===== config.mk =====
export PLATFORM = sky130hd
export DESIGN_NAME = mem_port_arbiter_flat
export DESIGN_NICKNAME = d
export VERILOG_FILES = /design/src/rtl/mem_arb_pkg.sv /design/src/rtl/mem_port_arbiter_if.sv /design/src/rtl/mem_arb_prio.sv /design/src/rtl/mem_port_arbiter.sv /design/src/flat_wrapper.sv
export SDC_FILE = /design/constraint.sdc
export NUM_CORES = 1
export LEC_CHECK = 0
export BUFFER_PORTS_ARGS = -buffer_cell sky130_fd_sc_hd__clkbuf_2
export CAP_MARGIN = 40
export CORE_MARGIN = 8
export CORE_UTILIZATION = 35
export CTS_CLUSTER_SIZE = 20
export DETAILED_ROUTE_END_ITERATION = 8
export PLACE_DENSITY = 0.81
export SYNTH_ARGS = -nofsm -noshare
export SYNTH_HDL_FRONTEND = slang
export SYNTH_HIERARCHICAL = 1
export SYNTH_SLANG_ARGS = --single-unit

===== constraint.sdc =====
create_clock -name clk -period 4 [get_ports clk]
set_clock_uncertainty 0.1 [all_clocks]
set_input_delay 0 -clock clk [delete_from_list [all_inputs] [get_ports clk]]
set_output_delay 0 -clock clk [all_outputs]
set_load 0.02 [all_outputs]

===== src/rtl/mem_arb_pkg.sv =====
// Shared definitions for the unified-memory port arbiter.
//   state_t  : arbiter FSM encoding (IDLE=0, WAIT=1)
//   owner_t  : which port owns the in-flight access (OWN_IF=0, OWN_DM=1)
//   LAT_W    : width of the read-latency down-counter
//   STARVE_W : width of the instruction-starvation counter
package mem_arb_pkg;
    typedef enum logic {IDLE = 1'b0, WAIT = 1'b1} state_t;
    typedef enum logic {OWN_IF = 1'b0, OWN_DM = 1'b1} owner_t;
    localparam int LAT_W    = 3;
    localparam int STARVE_W = 4;
endpackage


===== src/rtl/mem_port_arbiter_if.sv =====
// Bus bundle between the pipeline ports, the arbiter and the SRAM.
//   slave  : arbiter view (requests and SRAM read data in; responses and SRAM drive out)
//   master : pipeline/SRAM view (the mirror image)
interface mem_port_arbiter_if #(
    parameter int ADDR_W = 16,
    parameter int DATA_W = 32
);
    logic              if_req;
    logic [ADDR_W-1:0] if_addr;
    logic [DATA_W-1:0] if_rdata;
    logic              if_rvalid;
    logic              dm_req;
    logic [3:0]        dm_we;
    logic [ADDR_W-1:0] dm_addr;
    logic [DATA_W-1:0] dm_wdata;
    logic [DATA_W-1:0] dm_rdata;
    logic              dm_rvalid;
    logic [3:0]        mem_w_en;
    logic [ADDR_W-1:0] mem_addr;
    logic [DATA_W-1:0] mem_wdata;
    logic [DATA_W-1:0] mem_rdata;
    logic              busy;

    modport slave (
        input  if_req, if_addr, dm_req, dm_we, dm_addr, dm_wdata, mem_rdata,
        output if_rdata, if_rvalid, dm_rdata, dm_rvalid,
               mem_w_en, mem_addr, mem_wdata, busy
    );

    modport master (
        output if_req, if_addr, dm_req, dm_we, dm_addr, dm_wdata, mem_rdata,
        input  if_rdata, if_rvalid, dm_rdata, dm_rvalid,
               mem_w_en, mem_addr, mem_wdata, busy
    );
endinterface


===== src/rtl/mem_arb_prio.sv =====
// Grant logic: data port wins ties unless the instruction port has been
// passed over STARVE_MAX times in a row.
//   clk, rst  : clock, synchronous active-low reset
//   if_req    : instruction request
//   dm_req    : data request (already masked by the caller where needed)
//   grant_en  : arbitration allowed this cycle
//   grant_if  : instruction port wins
//   grant_dm  : data port wins
module mem_arb_prio
    import mem_arb_pkg::*;
#(
    parameter int STARVE_MAX = 4
) (
    input  logic clk,
    input  logic rst,
    input  logic if_req,
    input  logic dm_req,
    input  logic grant_en,
    output logic grant_if,
    output logic grant_dm
);
    localparam logic [STARVE_W-1:0] STARVE_LIM = STARVE_W'(STARVE_MAX);

    logic [STARVE_W-1:0] starve_cnt;
    logic                if_starved;

    assign if_starved = if_req && (starve_cnt == STARVE_LIM);

    always_comb begin
        grant_if = 1'b0;
        grant_dm = 1'b0;
        if (grant_en) begin
            if (dm_req && !if_starved)
                grant_dm = 1'b1;
            else if (if_req)
                grant_if = 1'b1;
        end
    end

    always_ff @(posedge clk) begin
        if (!rst)
            starve_cnt <= '0;
        else if (grant_if)
            starve_cnt <= '0;
        else if (grant_dm) begin
            if (!if_req)
                starve_cnt <= '0;
            else if (starve_cnt != STARVE_LIM)
                starve_cnt <= starve_cnt + 1'b1;
        end
    end
endmodule


===== src/rtl/mem_port_arbiter.sv =====
// Shares one single-port SRAM between the fetch port (read-only) and the
// MEM-stage data port. Writes complete in the issue cycle and ack one cycle
// later; reads hold the address through MEM_LAT wait cycles and pulse the
// owner's rvalid in the last one.
//   clk, rst : clock, synchronous active-low reset
//   bus      : request/response/SRAM signals (slave view)
module mem_port_arbiter
    import mem_arb_pkg::*;
#(
    parameter int ADDR_W     = 16,
    parameter int DATA_W     = 32,
    parameter int MEM_LAT    = 1,
    parameter int STARVE_MAX = 4
) (
    input  logic                clk,
    input  logic                rst,
    mem_port_arbiter_if.slave   bus
);
    state_t              state, state_nxt;
    logic [LAT_W-1:0]    lat_cnt, lat_nxt;
    owner_t              owner_q;
    logic [ADDR_W-1:0]   addr_q;
    logic [ADDR_W-1:0]   addr_mux;
    logic [3:0]          w_en;
    logic [DATA_W-1:0]   rdata;
    logic                wr_ack_q;
    logic                rd_done;
    logic                grant_en, grant_if, grant_dm, dm_is_wr;

    // No grant during reset so mem_w_en stays quiet; no DM re-grant in its
    // write-ack cycle because the requester is still dropping dm_req.
    assign grant_en = rst && (state == IDLE);
    assign dm_is_wr = (bus.dm_we != 4'b0000);

    mem_arb_prio #(.STARVE_MAX(STARVE_MAX)) u_prio (
        .clk      (clk),
        .rst      (rst),
        .if_req   (bus.if_req),
        .dm_req   (bus.dm_req && !wr_ack_q),
        .grant_en (grant_en),
        .grant_if (grant_if),
        .grant_dm (grant_dm)
    );

    always_comb begin
        state_nxt = state;
        lat_nxt   = lat_cnt;
        addr_mux  = addr_q;
        w_en      = 4'b0000;
        rd_done   = 1'b0;
        case (state)
            IDLE: begin
                if (grant_dm) begin
                    addr_mux = bus.dm_addr;
                    w_en     = bus.dm_we;
                    if (!dm_is_wr) begin
                        state_nxt = WAIT;
                        lat_nxt   = LAT_W'(MEM_LAT - 1);
                    end
                end else if (grant_if) begin
                    addr_mux  = bus.if_addr;
                    state_nxt = WAIT;
                    lat_nxt   = LAT_W'(MEM_LAT - 1);
                end
            end
            WAIT: begin
                if (lat_cnt == '0) begin
                    rd_done   = 1'b1;
                    state_nxt = IDLE;
                end else begin
                    lat_nxt = lat_cnt - 1'b1;
                end
            end
            default: state_nxt = IDLE;
        endcase
    end

    always_ff @(posedge clk) begin
        if (!rst) begin
            state    <= IDLE;
            lat_cnt  <= '0;
            owner_q  <= OWN_IF;
            addr_q   <= '0;
            wr_ack_q <= 1'b0;
        end else begin
            state    <= state_nxt;
            lat_cnt  <= lat_nxt;
            wr_ack_q <= grant_dm && dm_is_wr;
            if (grant_if || grant_dm) begin
                addr_q  <= addr_mux;
                owner_q <= grant_dm ? OWN_DM : OWN_IF;
            end
        end
    end

    assign rdata         = bus.mem_rdata;
    assign bus.if_rdata  = rdata;
    assign bus.dm_rdata  = rdata;
    assign bus.if_rvalid = rd_done && (owner_q == OWN_IF);
    assign bus.dm_rvalid = (rd_done && (owner_q == OWN_DM)) || wr_ack_q;
    assign bus.mem_addr  = addr_mux;
    assign bus.mem_w_en  = w_en;
    assign bus.mem_wdata = bus.dm_wdata;
    assign bus.busy      = (state != IDLE);
endmodule


===== src/flat_wrapper.sv =====
// flat-port wrapper written by rule: the top's interface ports become plain ports
module mem_port_arbiter_flat import mem_arb_pkg::*;
#(
    parameter int ADDR_W     = 16,
    parameter int DATA_W     = 32,
    parameter int MEM_LAT    = 1,
    parameter int STARVE_MAX = 4
)
  (clk, rst, bus_if_req, bus_if_addr, bus_dm_req, bus_dm_we, bus_dm_addr, bus_dm_wdata, bus_mem_rdata, bus_if_rdata, bus_if_rvalid, bus_dm_rdata, bus_dm_rvalid, bus_mem_w_en, bus_mem_addr, bus_mem_wdata, bus_busy);
  mem_port_arbiter_if #(.ADDR_W(ADDR_W), .DATA_W(DATA_W)) bus_i ();
  input  logic clk;
  input  logic rst;
  input wire logic [$bits(bus_i.if_req)-1:0] bus_if_req;
  input wire logic [$bits(bus_i.if_addr)-1:0] bus_if_addr;
  input wire logic [$bits(bus_i.dm_req)-1:0] bus_dm_req;
  input wire logic [$bits(bus_i.dm_we)-1:0] bus_dm_we;
  input wire logic [$bits(bus_i.dm_addr)-1:0] bus_dm_addr;
  input wire logic [$bits(bus_i.dm_wdata)-1:0] bus_dm_wdata;
  input wire logic [$bits(bus_i.mem_rdata)-1:0] bus_mem_rdata;
  output wire logic [$bits(bus_i.if_rdata)-1:0] bus_if_rdata;
  output wire logic [$bits(bus_i.if_rvalid)-1:0] bus_if_rvalid;
  output wire logic [$bits(bus_i.dm_rdata)-1:0] bus_dm_rdata;
  output wire logic [$bits(bus_i.dm_rvalid)-1:0] bus_dm_rvalid;
  output wire logic [$bits(bus_i.mem_w_en)-1:0] bus_mem_w_en;
  output wire logic [$bits(bus_i.mem_addr)-1:0] bus_mem_addr;
  output wire logic [$bits(bus_i.mem_wdata)-1:0] bus_mem_wdata;
  output wire logic [$bits(bus_i.busy)-1:0] bus_busy;
  assign bus_i.if_req = bus_if_req;
  assign bus_i.if_addr = bus_if_addr;
  assign bus_i.dm_req = bus_dm_req;
  assign bus_i.dm_we = bus_dm_we;
  assign bus_i.dm_addr = bus_dm_addr;
  assign bus_i.dm_wdata = bus_dm_wdata;
  assign bus_i.mem_rdata = bus_mem_rdata;
  assign bus_if_rdata = bus_i.if_rdata;
  assign bus_if_rvalid = bus_i.if_rvalid;
  assign bus_dm_rdata = bus_i.dm_rdata;
  assign bus_dm_rvalid = bus_i.dm_rvalid;
  assign bus_mem_w_en = bus_i.mem_w_en;
  assign bus_mem_addr = bus_i.mem_addr;
  assign bus_mem_wdata = bus_i.mem_wdata;
  assign bus_busy = bus_i.busy;
  mem_port_arbiter #(.ADDR_W(ADDR_W), .DATA_W(DATA_W), .MEM_LAT(MEM_LAT), .STARVE_MAX(STARVE_MAX)) u_core (.clk(clk), .rst(rst), .bus(bus_i));
endmodule

==> Word level (Yosys, flattened, before mapping) <==
Cells that the tools add are included.
{ "op_classes": {"n_mux": 25, "reduce_logical": 16, "n_addsub": 2, "n_eq_ne": 6, "bitwise": 3} }
{ "ops": {"columns": ["cell", "count"], "rows": [
  ["$mux 16", 3],
  ["$mux 4", 4],
  ["$mux 1", 12],
  ["$mux 3", 4],
  ["$logic_and 1x1->1", 7],
  ["$pmux 3 s2", 1],
  ["$add 4x1->4 const B", 1],
  ["$eq 4x3->1 const B", 1],
  ["$ne 4x3->1 const B", 1],
  ["$reduce_bool 4->1", 1],
  ["$logic_not 3->1", 1],
  ["$ne 3x1->1 const B", 1],
  ["$ne 3x3->1 const B", 1],
  ["$not 1->1", 3],
  ["$reduce_and 3->1", 1],
  ["$sub 3x1->3 const B", 1],
  ["$logic_not 1->1", 2],
  ["$logic_or 1x1->1", 2],
  ["$ne 2x1->1 const B", 1],
  ["$ne 2x2->1 const B", 1],
  ["$pmux 1 s2", 1],
  ["$reduce_and 2->1", 1],
  ["$reduce_or 2->1", 1]
]} }
{ "word_totals": {"wordCells": 58, "input_bits": 104, "output_inout_bits": 119, "register_bits": 26} }

==> Logic depth before layout (Yosys ltp) <==
Gate-level depths: netlist of run 1.
{ "depth": {"ltp_word": 9, "depth_mapped": 10, "ltp_nobuf": 8} }

==> Hierarchy <==
The synthesis of run 1 kept the hierarchy.
{ "modules_own_cells": {"columns": ["mod", "seq_area_each_um2", "area_each_um2", "n_inst", "cells_each"], "rows": [
  ["mem_port_arbiter", 440.4, 1874.3, 1, 230],
  ["mem_arb_prio", 80.1, 232.7, 1, 28]
]} }

==> Worst setup path before layout of run 1 <==
Ideal clock, no wire load.
{ "synth_path": {"kind": "register to register", "from": "register u_core.u_prio.starve_cnt[0]", "to": "register u_core.addr_q[15]", "setup_time_ns": 0.115, "setup_slack_ns": 1.802, "n_path_buf": 0, "path_stages_with_launch": 8, "required_ns": 3.785, "period_less_slack_ns": 2.198, "arrival_ns": 1.983, "cell_sequence": "dfxtp_1 > inv_1 > ha_1 > and3b_1 > a21oi_1 > o21bai_4 > a221o_1 > and2_1"} }
{ "synth_via": {"elab_cells_between_ends": 12, "classes_between": "eq/ne: 1; mux: 7; reduce/logical: 4"} }
{ "synth_rtl": {"columns": ["item", "line", "rtl"], "rows": [
  ["from (decl)", "mem_arb_prio.sv:24", "logic [STARVE_W-1:0] starve_cnt;"],
  ["from (signal assigned)", "mem_arb_prio.sv:49", "starve_cnt <= starve_cnt + 1'b1;"],
  ["$eq 4x3->1", "mem_arb_prio.sv:27", "assign if_starved = if_req && (starve_cnt == STARVE_LIM);"],
  ["$logic_and 1x1->1", "mem_arb_prio.sv:27", null],
  ["$logic_not 1->1", "mem_arb_prio.sv:33", "if (dm_req && !if_starved)"],
  ["$logic_and 1x1->1", "mem_arb_prio.sv:33", null],
  ["$mux 1", "mem_arb_prio.sv:33", null],
  ["$mux 1", "mem_arb_prio.sv:32", "if (grant_en) begin"],
  ["named net u_core.grant_dm", "mem_port_arbiter.sv:28", "logic grant_en, grant_if, grant_dm, dm_is_wr;"],
  ["$mux 16", "mem_port_arbiter.sv:53", "if (grant_dm) begin"],
  ["$mux 16", "mem_port_arbiter.sv:51", "case (state)"],
  ["named net bus_mem_addr[15]", "flat_wrapper.sv:25", "output wire logic [$bits(bus_i.mem_addr)-1:0] bus_mem_addr;"],
  ["to (signal assigned)", "mem_port_arbiter.sv:90", "addr_q <= addr_mux;"],
  ["to (decl)", "mem_port_arbiter.sv:22", "logic [ADDR_W-1:0] addr_q;"]
]} }
The timed path passes the listed nets, and every way through them passes these cells.
A chain may end at the register's enable or synchronous reset.

==> Worst setup path in the final report of run 1 <==
{ "layout_path": {"from": "register u_core.u_prio.starve_cnt[0]", "to": "register u_core.addr_q[12]"} }
{ "layout_via": {"elab_cells_between_ends": 12, "classes_between": "eq/ne: 1; mux: 7; reduce/logical: 4"} }
{ "layout_rtl": {"columns": ["item", "line"], "rows": [
  ["$eq 4x3->1 *", "mem_arb_prio.sv:27"],
  ["$logic_and 1x1->1 *", "mem_arb_prio.sv:27"],
  ["$logic_not 1->1 *", "mem_arb_prio.sv:33"],
  ["$logic_and 1x1->1 *", "mem_arb_prio.sv:33"],
  ["$mux 1 *", "mem_arb_prio.sv:33"],
  ["$mux 1 *", "mem_arb_prio.sv:32"],
  ["named net u_core.grant_dm", "mem_port_arbiter.sv:28"],
  ["$mux 16", "mem_port_arbiter.sv:53"],
  ["$mux 16", "mem_port_arbiter.sv:51"]
]} }
Mark *: on every way through the listed nets, which the timed path passes. The rest lies on a longest branch.

==> results.txt, run 1 <==
The total die area was 0.00876 sq mm. The first global-routing pass estimated 11100 microns of wire. In the final timing run, aggregate negative setup slack is 0 ns.

For the worst setup path, the data arrival time is 3.24 ns. In this run the critical register-to-register path is captured at u_core/addr_q[12]. The synthesized design devotes to its leading area cell type 35.6% of total area.

After detailed routing, the number of remaining DRC violations is 0. The number of cells on the worst reg-to-reg path is 8. The path with the worst hold slack has its endpoint at u_core/addr_q[6].

Port buffer count: 62. In this run the count of I/O pins placed on the die edge is 223. The largest single stage delay on the critical path is 0.57 ns. Of all flip-flops after synthesis, the portion carrying an async set or reset was 0%. After layout, the worst path uses 79.1% of the clock period. The pin count of the biggest net entering global routing is 23.

STA puts the critical path data required time at 4.07 ns. Sorting the synthesized cells by area gives the leading types as sky130_fd_sc_hd__buf_4, sky130_fd_sc_hd__dfxtp_1, sky130_fd_sc_hd__o22ai_1. The tree built by TritonCTS fans out to 26 sinks. The synthesis-stage register bit count was 26.

The multi-input combinational cell area was 777 sq um; the overall overflow remaining after global route was 0. The clock latency reported for the late side of the worst-skew pair is 0.27 ns, and the number of detailed-route iterations in the first pass is 5. Clock tree synthesis inserted a total of 3 buffers. After the first detailed-routing iteration, the DRC count stood at 60. TritonCTS built the clock tree.

The logs give 0 for the hold violation total from the final report and 24.7% for the post-synthesis sequential area ratio. Total power divided by cell area: 302 mW/mm^2. Clock transition at the registers of the reported paths: 0.10 ns. The routed layout has 2027 vias.

Global routing used 15.5% of the available tracks across all layers. Across the whole layout, storage elements account for 520 sq um. The count of nets left with antenna violations once routing finished came out at 0.

The average wire per standard cell works out to 19.1 microns. At the end of routability-driven placement, the weighted congestion stood at 0.759. The run gives 413 as the number of nets in the final layout. The largest individual stage delay along the critical path comes from the cell sky130_fd_sc_hd__nand2b_1. After filler insertion, the fill cell instance count of the layout stands at 571. Detailed placement finished with a half-perimeter wire length of 3960 microns.

Yosys mapped a number of flops with a built-in enable equal to 0. The synthesized design spends more area on one cell type than any other, namely sky130_fd_sc_hd__buf_4. Peak clock frequency supported by timing: 0.316 GHz. The number of violations of the max-capacitance limit is 0. The share of final-layout standard cells stronger than drive strength 1 came out at 24.4%.

Once the clock tree was built, the resizer swapped 0 gates to a different size. The startpoint identified for the worst hold timing path is bus_if_addr[6]. The routed design could run at a clock period as short as 3.17 ns.

The critical path in this run is classified as flip-flop to flip-flop. The count of warnings emitted by yosys was 6; the final setup violation count was 0. The tools report the power after layout as 0.797 mW. The post-synthesis net count was 366.

Number of rows in the core area: 28. The number of antenna diodes in the final layout is 0. The logs give 7230 microns for the total length of routed wires and 0.83 ns for the internal reg-to-reg setup slack.

The slew of the pin with the lowest slew margin was 0.701 ns. For this run, the leading register cell type out of synthesis is sky130_fd_sc_hd__dfxtp_1. From bottom edge to top edge, the die measures 93.6 microns. The number of buffers between clock root and the deepest sink came out at 2. In this run the cell area of the synthesized design comes to 0.00211 sq mm. VDD sags by at most 164 uV.

The type of element launching the critical path was a flip-flop. The flow ran to the end, and the final reports show no timing, DRC or antenna violations. For the worst slew margin relative to its limit, the log shows 53.2%. Setup repair after global routing left no endpoint under its margin. From synthesis to final layout, the design area changed by 25.2%. The worst slack on hold paths came out at 0.0159 ns.

Synthesis produced 258 cells. Along the worst hold path, the cell count comes to 3. The synthesized netlist contains 33 unique library cells.

From left edge to right edge, the die measures 93.6 microns. The worst hold path belongs to the class input pin to flip-flop. The number of vias per cell after detailed routing is 5.36.

Traced cell by cell, the critical path runs through inv_1 -> ha_1 -> and3b_1 -> a21oi_1 -> nand2b_1 -> o22ai_1 -> a211oi_1 -> dlygate4sd3_1. Once the floorplan was initialized, standard cells occupied 35.8% of the core. The synthesized area per cell works out to 8.17 sq um. The number of H-tree levels was 1; the placeable core region was 0.00589 sq mm. The tools report the capturing element type of the critical path as a flip-flop. The peak fanout along the critical path was 15.

The cell with the most instances after synthesis was sky130_fd_sc_hd__buf_4. The tools report the clock root buffer as sky130_fd_sc_hd__clkbuf_8. The number of antenna violations at the first check in global routing was 0. The via count of the first global-routing pass came out at 2250. In this run the static leakage power is 1.11 nW. The startpoint identified for the worst register-to-register timing path is u_core/u_prio/starve_cnt[0]. Sorting the synthesized cells by how often they occur yields sky130_fd_sc_hd__buf_4, sky130_fd_sc_hd__o22ai_1, sky130_fd_sc_hd__dfxtp_1, sky130_fd_sc_hd__a21oi_1, sky130_fd_sc_hd__a211oi_1. For the final count of pins violating max slew, the log shows 0.
[metal layers]
layer | GRT usage, % | share of wire, % | vias to the layer above
li1 | - | - | 910
met1 | 15.6 | 36 | 925
met2 | 28.3 | 51 | 177
met3 | 6.01 | 12 | 15
met4 | 5.28 | 1.5 | 0
met5 | 0 | 0 | -
[cell families (layout without fill, tap and decap cells)]
| group | Yosys count | after routing | synth area share [%] |
|---|---|---|---|
| xor+xnor | 1 | 1 | 0.416 |
| simple gates | 31 | 31 | 8.91 |
| flops | 26 | 26 | 24.7 |
| fa+ha+maj | 4 | 4 | 2.38 |
| compound gates | 81 | 81 | 25.2 |
| buf+inv | 115 | 160 | 38.4 |
[registers in the layout, indices dropped and copies added, names as in the netlist]
name                      count
u_core/bus.busy               1
u_core/owner_q                1
u_core/lat_cnt                3
u_core/wr_ack_q               1
u_core/addr_q                16
u_core/u_prio/starve_cnt      4
[area by class of cell]
type | instances | area share [%]
clock buffer | 3 | 1.57
inverter | 9 | 1.28
multi-input combinational | 117 | 29.5
sequential | 26 | 19.7
tap | 75 | 3.56
timing repair buffer | 148 | 44.4
[cells in the final DEF (no fill, tap or decap), types with 4 or more instances in the layout]
| master | n |
|---|---|
| sky130_fd_sc_hd__a211oi_1 | 15 |
| sky130_fd_sc_hd__a21oi_1 | 20 |
| sky130_fd_sc_hd__and2_1 | 6 |
| sky130_fd_sc_hd__clkbuf_2 | 62 |
| sky130_fd_sc_hd__dfxtp_1 | 26 |
| sky130_fd_sc_hd__dlygate4sd3_1 | 83 |
| sky130_fd_sc_hd__ha_1 | 4 |
| sky130_fd_sc_hd__inv_1 | 8 |
| sky130_fd_sc_hd__nand2_1 | 4 |
| sky130_fd_sc_hd__nand2b_1 | 5 |
| sky130_fd_sc_hd__o22ai_1 | 31 |
[stage by stage]
step / util [%] / area [sq um] / instances / setup slack, ns
after floorplan: - / 2110 / 258 / 1.80
after global placement: 29.7 / 1750 / 291 / 1.46
after detailed placement: 30.0 / 1770 / 292 / 1.41
after CTS: 44.8 / 2640 / 378 / 0.898
after global routing: 44.8 / 2640 / 378 / 0.550
final: 44.8 / 2640 / 378 / 0.834
[worst max path at each step]
stage	to	from	slack, ns	cells after the start
after floorplan	u_core/addr_q[15]	u_core/u_prio/starve_cnt[0]	1.80	7
after global routing	u_core/addr_q[5]	rst	0.55	10
final	u_core/addr_q[12]	u_core/u_prio/starve_cnt[0]	0.83	8
after CTS	u_core/addr_q[12]	u_core/u_prio/starve_cnt[0]	0.90	8
after global placement	bus_mem_addr[13]	u_core/u_prio/starve_cnt[0]	1.46	8
after detailed placement	bus_mem_addr[14]	u_core/u_prio/starve_cnt[0]	1.41	8
[report_power, final]
group	switching, mW	internal [mW]
clock	0.0857	0.0676
combinational	0.216	0.137
sequential	0.0128	0.277
[timing repair]
action / CTS / global route
setup buffers: 0 / 0
hold buffers: 83 / 0
endpoints found under the hold margin: 111 / 0
[critical path, delay by kind of cell, from the launching register on]
| family | cells | cell delay, ns |
|---|---|---|
| buf+inv | 2 | 0.62 |
| simple gates | 2 | 0.75 |
| compound gates | 3 | 1.03 |
| fa+ha+maj | 1 | 0.18 |
| flops | 1 | 0.39 |
(Power assumes the default switching activity.)
==> inputs of run 2 (changes only) <==
--- a/config.mk
+++ b/config.mk
@@ -8,10 +8,10 @@
 export BUFFER_PORTS_ARGS = -buffer_cell sky130_fd_sc_hd__clkbuf_2
 export CAP_MARGIN = 40
 export CORE_MARGIN = 8
-export CORE_UTILIZATION = 35
+export CORE_UTILIZATION = 32
 export CTS_CLUSTER_SIZE = 20
 export DETAILED_ROUTE_END_ITERATION = 8
-export PLACE_DENSITY = 0.81
+export PLACE_DENSITY = 0.78
 export SYNTH_ARGS = -nofsm -noshare
 export SYNTH_HDL_FRONTEND = slang
 export SYNTH_HIERARCHICAL = 1
==> constraint.sdc (replaced) <==
create_clock -name clk -period 2.9 [get_ports clk]
set_clock_uncertainty 0.1 [all_clocks]
set_input_delay 0 -clock clk [delete_from_list [all_inputs] [get_ports clk]]
set_output_delay 0 -clock clk [all_outputs]
set_load 0.02 [all_outputs]
==> run 2 against run 1 <==
Compared with the run above: sequential share of layout area up 0.11 points; design area down 0.57%; clock-buffer cell count unchanged; register-to-register slack worse by 0.66 ns; critical path type unchanged.
==> results.txt, run 2 (synthesis results as in run 1) <==
The via count of the first global-routing pass came out at 2183 (was 2250). The number of buffers between clock root and the deepest sink is 2 (unchanged). The register with the most flip-flops was u_core/addr_q (unchanged).

The number of violations of the max-capacitance limit came out at 0 (unchanged). For the number of primary I/O pins, the log shows 223 (unchanged). The number of buffers added for setup after CTS is 0 (unchanged), and the number of nets in the final layout is 411 (was 413).

TritonCTS built the clock tree. Registers with the most flip-flops: u_core/addr_q x16, u_core/u_prio/starve_cnt x4, u_core/lat_cnt x3 (unchanged). The logs give 0.367 GHz (was 0.316 GHz) for the peak clock frequency supported by timing and 41.3% (was 44.8%) for the fraction of the core area covered by cells at the end of the flow. The logs give 7140 microns (was 7230 microns) for the total length of routed wires and 19 (was 23) for the pin count of the biggest net entering global routing. The port buffer count was 62 (unchanged). The height of the chip was 97.1 microns (was 93.6 microns); the clock latency reported for the late side of the worst-skew pair was 0.26 ns (was 0.27 ns). Most frequent cells in the layout: sky130_fd_sc_hd__dlygate4sd3_1, sky130_fd_sc_hd__clkbuf_2, sky130_fd_sc_hd__o22ai_1, sky130_fd_sc_hd__dfxtp_1, sky130_fd_sc_hd__a21oi_1 (unchanged). The placeable core region came out at 0.00635 sq mm (was 0.00589 sq mm). The horizontal extent of the die is 97.1 microns (was 93.6 microns), and the number of rows in the core area is 29 (was 28). The signed area change from the synthesized netlist to the final layout works out to 24.5% (was 25.2%). The run finished with clean final reports. The tools report the type of element launching the critical path as a flip-flop (unchanged). The total routing resource utilization after global routing was 14.1% (was 15.5%); the overall overflow remaining after global route was 0 (unchanged). The antenna diode count was 0 (unchanged). Number of vias per cell after detailed routing: 5.24 (was 5.36).

The peak fanout along the critical path works out to 15 (unchanged). Clock sink count: 26 (unchanged). The slew of the pin with the lowest slew margin is 0.558 ns (was 0.701 ns), and the time the final worst path needs with I/O delays and setup is 2.72 ns (was 3.17 ns). The kind of critical path is flip-flop to flip-flop (unchanged). The leakage power figure was 1.10 nW (was 1.11 nW); the starting utilization of the core area was 33.2% (was 35.8%). The final setup violation count is 0 (unchanged), and the worst slew margin relative to its limit is 62.8% (was 53.2%).

The total CTS buffers is 3 (unchanged). The capturing element type of the critical path is a flip-flop (unchanged). The logs give 2.84 ns (was 3.24 ns) for the arrival time of data at the critical path endpoint and 0 (unchanged) for the hold violation total from the final report.

The share of the cycle needed by the critical path after routing works out to 93.9% (was 79.1%). For the number of design rule violations left after detail routing, the log shows 0 (unchanged). The weighted congestion reported at the end of routability-driven placement came out at 0.787 (was 0.759).

The run gives 0 (unchanged) as the final count of pins violating max slew. Setup repair after global routing left no endpoint under its margin. Number of H-tree levels: 1 (unchanged). Leading cell type in the layout, fill and taps excluded: sky130_fd_sc_hd__dlygate4sd3_1 (unchanged). The power after layout is 1.09 mW (was 0.797 mW). The number of antenna violations at the first check in global routing came out at 0 (unchanged).

The average wire per standard cell works out to 18.9 microns (was 19.1 microns). The share of final-layout standard cells stronger than drive strength 1 is 25.6% (was 24.4%). The total power divided by cell area is 416 mW/mm^2 (was 302 mW/mm^2), and the total negative setup slack is 0 ns (unchanged).

The path category of the worst min-delay check was input pin to flip-flop (unchanged). The data required time of the critical path is 3.02 ns (was 4.07 ns). The clock transition at the registers of the reported paths came out at 0.09 ns (was 0.10 ns). The tools report the violation count after the first detailed-routing iteration as 51 (was 60). Remaining number of nets flagged by the antenna check after routing: 0 (unchanged). For the number of vias in the routed layout, the log shows 1981 (was 2027). The first-pass GRT wire length was 11300 microns (was 11100 microns).

The total die area was 0.00944 sq mm (was 0.00876 sq mm). The logs give 0.0117 ns (was 0.0159 ns) for the worst slack on hold paths and 4 (was 5) for the number of detailed-route iterations in the first pass. The maximum vdd drop is 200 uV (was 164 uV), and the HPWL reported at the end of detailed placement is 4050 microns (was 3960 microns). The number of flip-flops under the largest register name was 16 (unchanged). The clock root buffer was sky130_fd_sc_hd__clkbuf_8 (unchanged).
==> run 2: cell count changes in the layout (fill, tap and decap cells not counted), sizes merged <==
| cell | change |
|---|---|
| dlygate4sd3 | -4 |
| buf | +2 |
==> run 2: timing repair <==
action / CTS / global route
gates resized for setup: 0 / 2
endpoints found under the setup margin: 0 / 1
hold buffers: 78 / 1
hold endpoints to repair: 109 / 1
==> run 2: critical path, cell delays in order, from the launching register on <==
cell and delay (ns):
sky130_fd_sc_hd__dfxtp_1 0.40, sky130_fd_sc_hd__inv_1 0.06, sky130_fd_sc_hd__ha_1 0.19, sky130_fd_sc_hd__and3b_1 0.18, sky130_fd_sc_hd__nand2b_1 0.16, sky130_fd_sc_hd__and3_1 0.24
sky130_fd_sc_hd__buf_4 0.20, sky130_fd_sc_hd__nand2b_4 0.20, sky130_fd_sc_hd__o22ai_1 0.15, sky130_fd_sc_hd__a211oi_1 0.22, sky130_fd_sc_hd__dlygate4sd3_1 0.56
==> run 2: cell type report <==
| type | count | area, sq um |
|---|---|---|
| clock buffer | 3 | 41.3 |
| fill | 604 | 3730 |
| inverter | 9 | 33.8 |
| multi-input combinational | 117 | 785 |
| sequential | 26 | 520 |
| tap | 77 | 96.3 |
| timing repair buffer | 146 | 1150 |
==> run 2: where the power goes <==
| group | internal (mW) | switching [mW] |
|---|---|---|
| Clock | 0.0931 | 0.114 |
| Sequential | 0.383 | 0.0171 |
| Combinational | 0.186 | 0.299 |
| Total | 0.662 | 0.430 |
==> run 2: routing by layer <==
| metal | GRT usage (%) | up-vias | wire length, microns |
|---|---|---|---|
| met5 | 0 | - | 0 |
| met4 | 2.49 | 0 | 36 |
| met1 | 13.5 | 912 | 2580 |
| met2 | 27.2 | 158 | 3720 |
| met3 | 5.90 | 9 | 802 |
| li1 | - | 902 | - |
==> run 2: final timing paths <==
path	startpoint	end	slack (ns)	cells after the start
hold reg to reg	u_core/lat_cnt[0]	u_core/lat_cnt[0]	0.39	2
setup reg to reg	u_core/u_prio/starve_cnt[0]	u_core/addr_q[14]	0.18	10
hold / removal	bus_if_addr[11]	u_core/addr_q[11]	0.01	3
setup / recovery	u_core/u_prio/starve_cnt[0]	u_core/addr_q[14]	0.18	10
==> run 2: stage by stage <==
step           setup slack [ns]  instance area, sq um  instances
6_report                  0.177                  2620        378
2_1_floorplan             0.702                  2110        258
3_5_place_dp              0.587                  1780        296
3_3_place_gp              0.642                  1770        295
4_1_cts                  0.0662                  2610        377
5_1_grt                  0.0546                  2620        378
==> inputs of run 3 (changes only) <==
--- a/config.mk
+++ b/config.mk
@@ -11,7 +11,8 @@
 export CORE_UTILIZATION = 32
 export CTS_CLUSTER_SIZE = 20
 export DETAILED_ROUTE_END_ITERATION = 8
-export PLACE_DENSITY = 0.78
+export PLACE_DENSITY = 0.88
+export REMOVE_ABC_BUFFERS = 1
 export SYNTH_ARGS = -nofsm -noshare
 export SYNTH_HDL_FRONTEND = slang
 export SYNTH_HIERARCHICAL = 1
==> run 3 against run 2 <==
Compared with the run above: the flow now finishes with violations (negative hold slack); non-clock buffer count increased by 1; flip-flop and latch count unchanged; setup slack got worse by 0.065 ns; register-to-register slack got worse by 0.06 ns; critical path type unchanged; hold slack got worse by 0.012 ns; combinational power increased by 10%; clock-buffer cell count unchanged; routed wire length increased by 93%; clock power increased by 50%.
==> results.txt, run 3 (synthesis results as in run 1) <==
Setup repair after global routing left no endpoint under its margin. The tools report the first element of the critical path as u_core/u_prio/starve_cnt[1] (was u_core/u_prio/starve_cnt[0]). The overall overflow remaining after global route came out at 0 (unchanged). Path category of the worst min-delay check: input pin to flip-flop (unchanged).

The run gives 0 (unchanged) as the final count of pins violating max slew. Total routing resource utilization after global routing: 27.5% (was 14.1%). The number of flip-flops under the largest register name is 16 (unchanged), and the remaining number of nets flagged by the antenna check after routing is 0 (unchanged).

Most frequent cells in the layout: sky130_fd_sc_hd__dlygate4sd3_1, sky130_fd_sc_hd__clkbuf_2, sky130_fd_sc_hd__o22ai_1, sky130_fd_sc_hd__dfxtp_1, sky130_fd_sc_hd__a21oi_1 (unchanged). Post-route cell area: 0.00269 sq mm (was 0.00262 sq mm). The number of design rule violations left after detail routing is 0 (unchanged), and the height of the chip is 97.1 microns (unchanged). Data required time of the critical path: 3.02 ns (about the same). The run gives 785 sq um (unchanged) as the multi-input combinational cell area. Leading cell type in the layout, fill and taps excluded: sky130_fd_sc_hd__dlygate4sd3_1 (unchanged). The run gives 316 uV (was 200 uV) as the maximum vdd drop.

The time the final worst path needs with I/O delays and setup was 2.79 ns (was 2.72 ns); the register area was 520 sq um (unchanged). For the final-layout fill cell count, the log shows 588 (was 604). The cell with the biggest individual delay on the critical path was sky130_fd_sc_hd__dlygate4sd3_1 (unchanged). The post-detailed-placement cell area is 0.00176 sq mm (was 0.00178 sq mm). The peak clock frequency supported by timing is 0.359 GHz (was 0.367 GHz), and the maximum single-stage delay on the critical path is 0.61 ns (was 0.56 ns). The clock sink count was 26 (unchanged); the hold violation total from the final report was 1 (was 0).

Register with the most flip-flops: u_core/addr_q (unchanged). The run gives 1.13 nW (was 1.10 nW) as the leakage power figure. The HPWL reported at the end of detailed placement is 11400 microns (was 4050 microns), and the number of antenna violations at the first check in global routing is 5 (was 0). The number of detailed-route iterations in the first pass is 4 (unchanged). The clock root buffer is sky130_fd_sc_hd__clkbuf_8 (unchanged).

The clock transition at the registers of the reported paths came out at 0.10 ns (was 0.09 ns). The logs give 1 (unchanged) for the number of H-tree levels and 54.5% (was 62.8%) for the worst slew margin relative to its limit. The placeable core region was 0.00635 sq mm (unchanged); the share of final-layout standard cells stronger than drive strength 1 was 25.4% (was 25.6%).

The total CTS buffers came out at 3 (unchanged). The tools report the type of element launching the critical path as a flip-flop (unchanged). The total negative setup slack came out at 0 ns (unchanged). The peak fanout along the critical path is 18 (was 15), and the arrival time of data at the critical path endpoint is 2.91 ns (was 2.84 ns). The run gives 0 (unchanged) as the number of buffers added for setup after CTS. The number of vias in the routed layout came out at 2212 (was 1981). The first-pass GRT wire length was 18600 microns (was 11300 microns); the number of primary I/O pins was 223 (unchanged). The port buffer count was 62 (unchanged); the final setup violation count was 0 (unchanged).

Total length of routed wires: 13800 microns (was 7140 microns). The final reports fail on negative hold slack. The number of nets in the final layout was 412 (was 411). The kind of critical path is flip-flop to flip-flop (unchanged). The violation count after the first detailed-routing iteration is 107 (was 51), and the fraction of the core area covered by cells at the end of the flow is 42.4% (was 41.3%). TritonCTS built the clock tree. The clock latency reported for the late side of the worst-skew pair is 0.27 ns (was 0.26 ns). The number of vias per cell after detailed routing works out to 5.73 (was 5.24).

The beginning of the worst hold path was bus_dm_addr[2] (was bus_if_addr[11]). The average wire per standard cell was 35.7 microns (was 18.9 microns); the starting utilization of the core area was 33.2% (unchanged). The pin count of the biggest net entering global routing was 32 (was 19). Weighted congestion reported at the end of routability-driven placement: 0.903 (was 0.787).

Cells traversed along the worst timing path: inv_1 -> ha_1 -> and3b_1 -> nand2b_1 -> and3_1 -> buf_4 -> o22ai_1 -> a211oi_1 -> dlygate4sd3_1 (was inv_1 -> ha_1 -> and3b_1 -> nand2b_1 -> and3_1 -> buf_4 -> nand2b_4 -> o22ai_1 -> a211oi_1 -> dlygate4sd3_1). The total die area was 0.00944 sq mm (unchanged); the share of the cycle needed by the critical path after routing was 96.1% (was 93.9%). The slew of the pin with the lowest slew margin is 0.681 ns (was 0.558 ns). The run gives 2 (unchanged) as the number of buffers between clock root and the deepest sink.

The run finished, with violations left. The via count of the first global-routing pass is 2266 (was 2183). The launch instance of the worst register-to-register path was u_core/u_prio/starve_cnt[1] (was u_core/u_prio/starve_cnt[0]).

Registers with the most flip-flops: u_core/addr_q x16, u_core/u_prio/starve_cnt x4, u_core/lat_cnt x3 (unchanged). The number of rows in the core area came out at 29 (unchanged). The worst slack on hold paths was -0.000183 ns (was 0.0117 ns); the signed area change from the synthesized netlist to the final layout was 27.8% (was 24.5%). The capturing element type of the critical path was a flip-flop (unchanged). The number of violations of the max-capacitance limit is 0 (unchanged), and the horizontal extent of the die is 97.1 microns (unchanged).

The total power divided by cell area was 463 mW/mm^2 (was 416 mW/mm^2).
==> run 3: changes by cell type in the layout (fill, tap and decap cells not counted), sizes merged <==
cell         change
buf              -1
bufinv           +1
diode            +6
dlygate4sd3      +2
==> run 3: path summary, 6_finish.rpt <==
check | slack (ns) | cells past startpoint | endpoint
worst max-delay path | 0.11 | 9 | u_core/addr_q[3]
worst min-delay path | -0.0002 | 3 | u_core/addr_q[2]
worst max register to register | 0.11 | 9 | u_core/addr_q[3]
worst min register to register | 0.41 | 2 | u_core/lat_cnt[1]
==> run 3: critical path: cells and delay by family (launching register included) <==
kind / cells / cell delay (ns)
fa+ha+maj: 1 / 0.14
flops: 1 / 0.34
buf+inv: 3 / 1.01
simple gates: 3 / 0.72
compound gates: 2 / 0.41
==> run 3: what timing repair did <==
item                                   CTS  global route
hold buffers                            81             0
setup endpoints to repair                0             6
endpoints found under the hold margin  111             0
resized for setup                        0             2
==> run 3: power breakdown <==
| group | switching, mW | total, mW | internal [mW] |
|---|---|---|---|
| logic | 0.345 | 0.535 | 0.190 |
| registers | 0.0180 | 0.401 | 0.383 |
| clock network | 0.126 | 0.311 | 0.185 |
==> run 3: layer usage <==
layer	wire, microns	track usage (%)
met4	545	10.4
met3	1720	13.4
met1	4820	29.1
met2	6650	45.4
met5	59	4.95
==> run 3: area by class of cell <==
class	instances	share of cell area, %
multi-input cells	117	29.1
inverters	9	1.25
well taps	77	3.58
repair buffers	147	43.5
clock buffers	3	1.53
clock inverters	1	1.12
diodes	6	0.558
flip-flops and latches	26	19.3
==> run 3: metrics by stage <==
step / instances / hold slack [ns] / power [mW] / setup slack, ns
floorplan: 152 / -0.100 / 0.580 / 0.628
global placement: 294 / -0.0995 / 0.679 / 0.754
detailed placement: 294 / -0.0995 / 0.687 / 0.702
CTS: 379 / 0.000328 / 1.23 / 0.165
global route: 386 / 0.00422 / 1.30 / 0.0259
finish: 386 / -0.000183 / 1.25 / 0.113
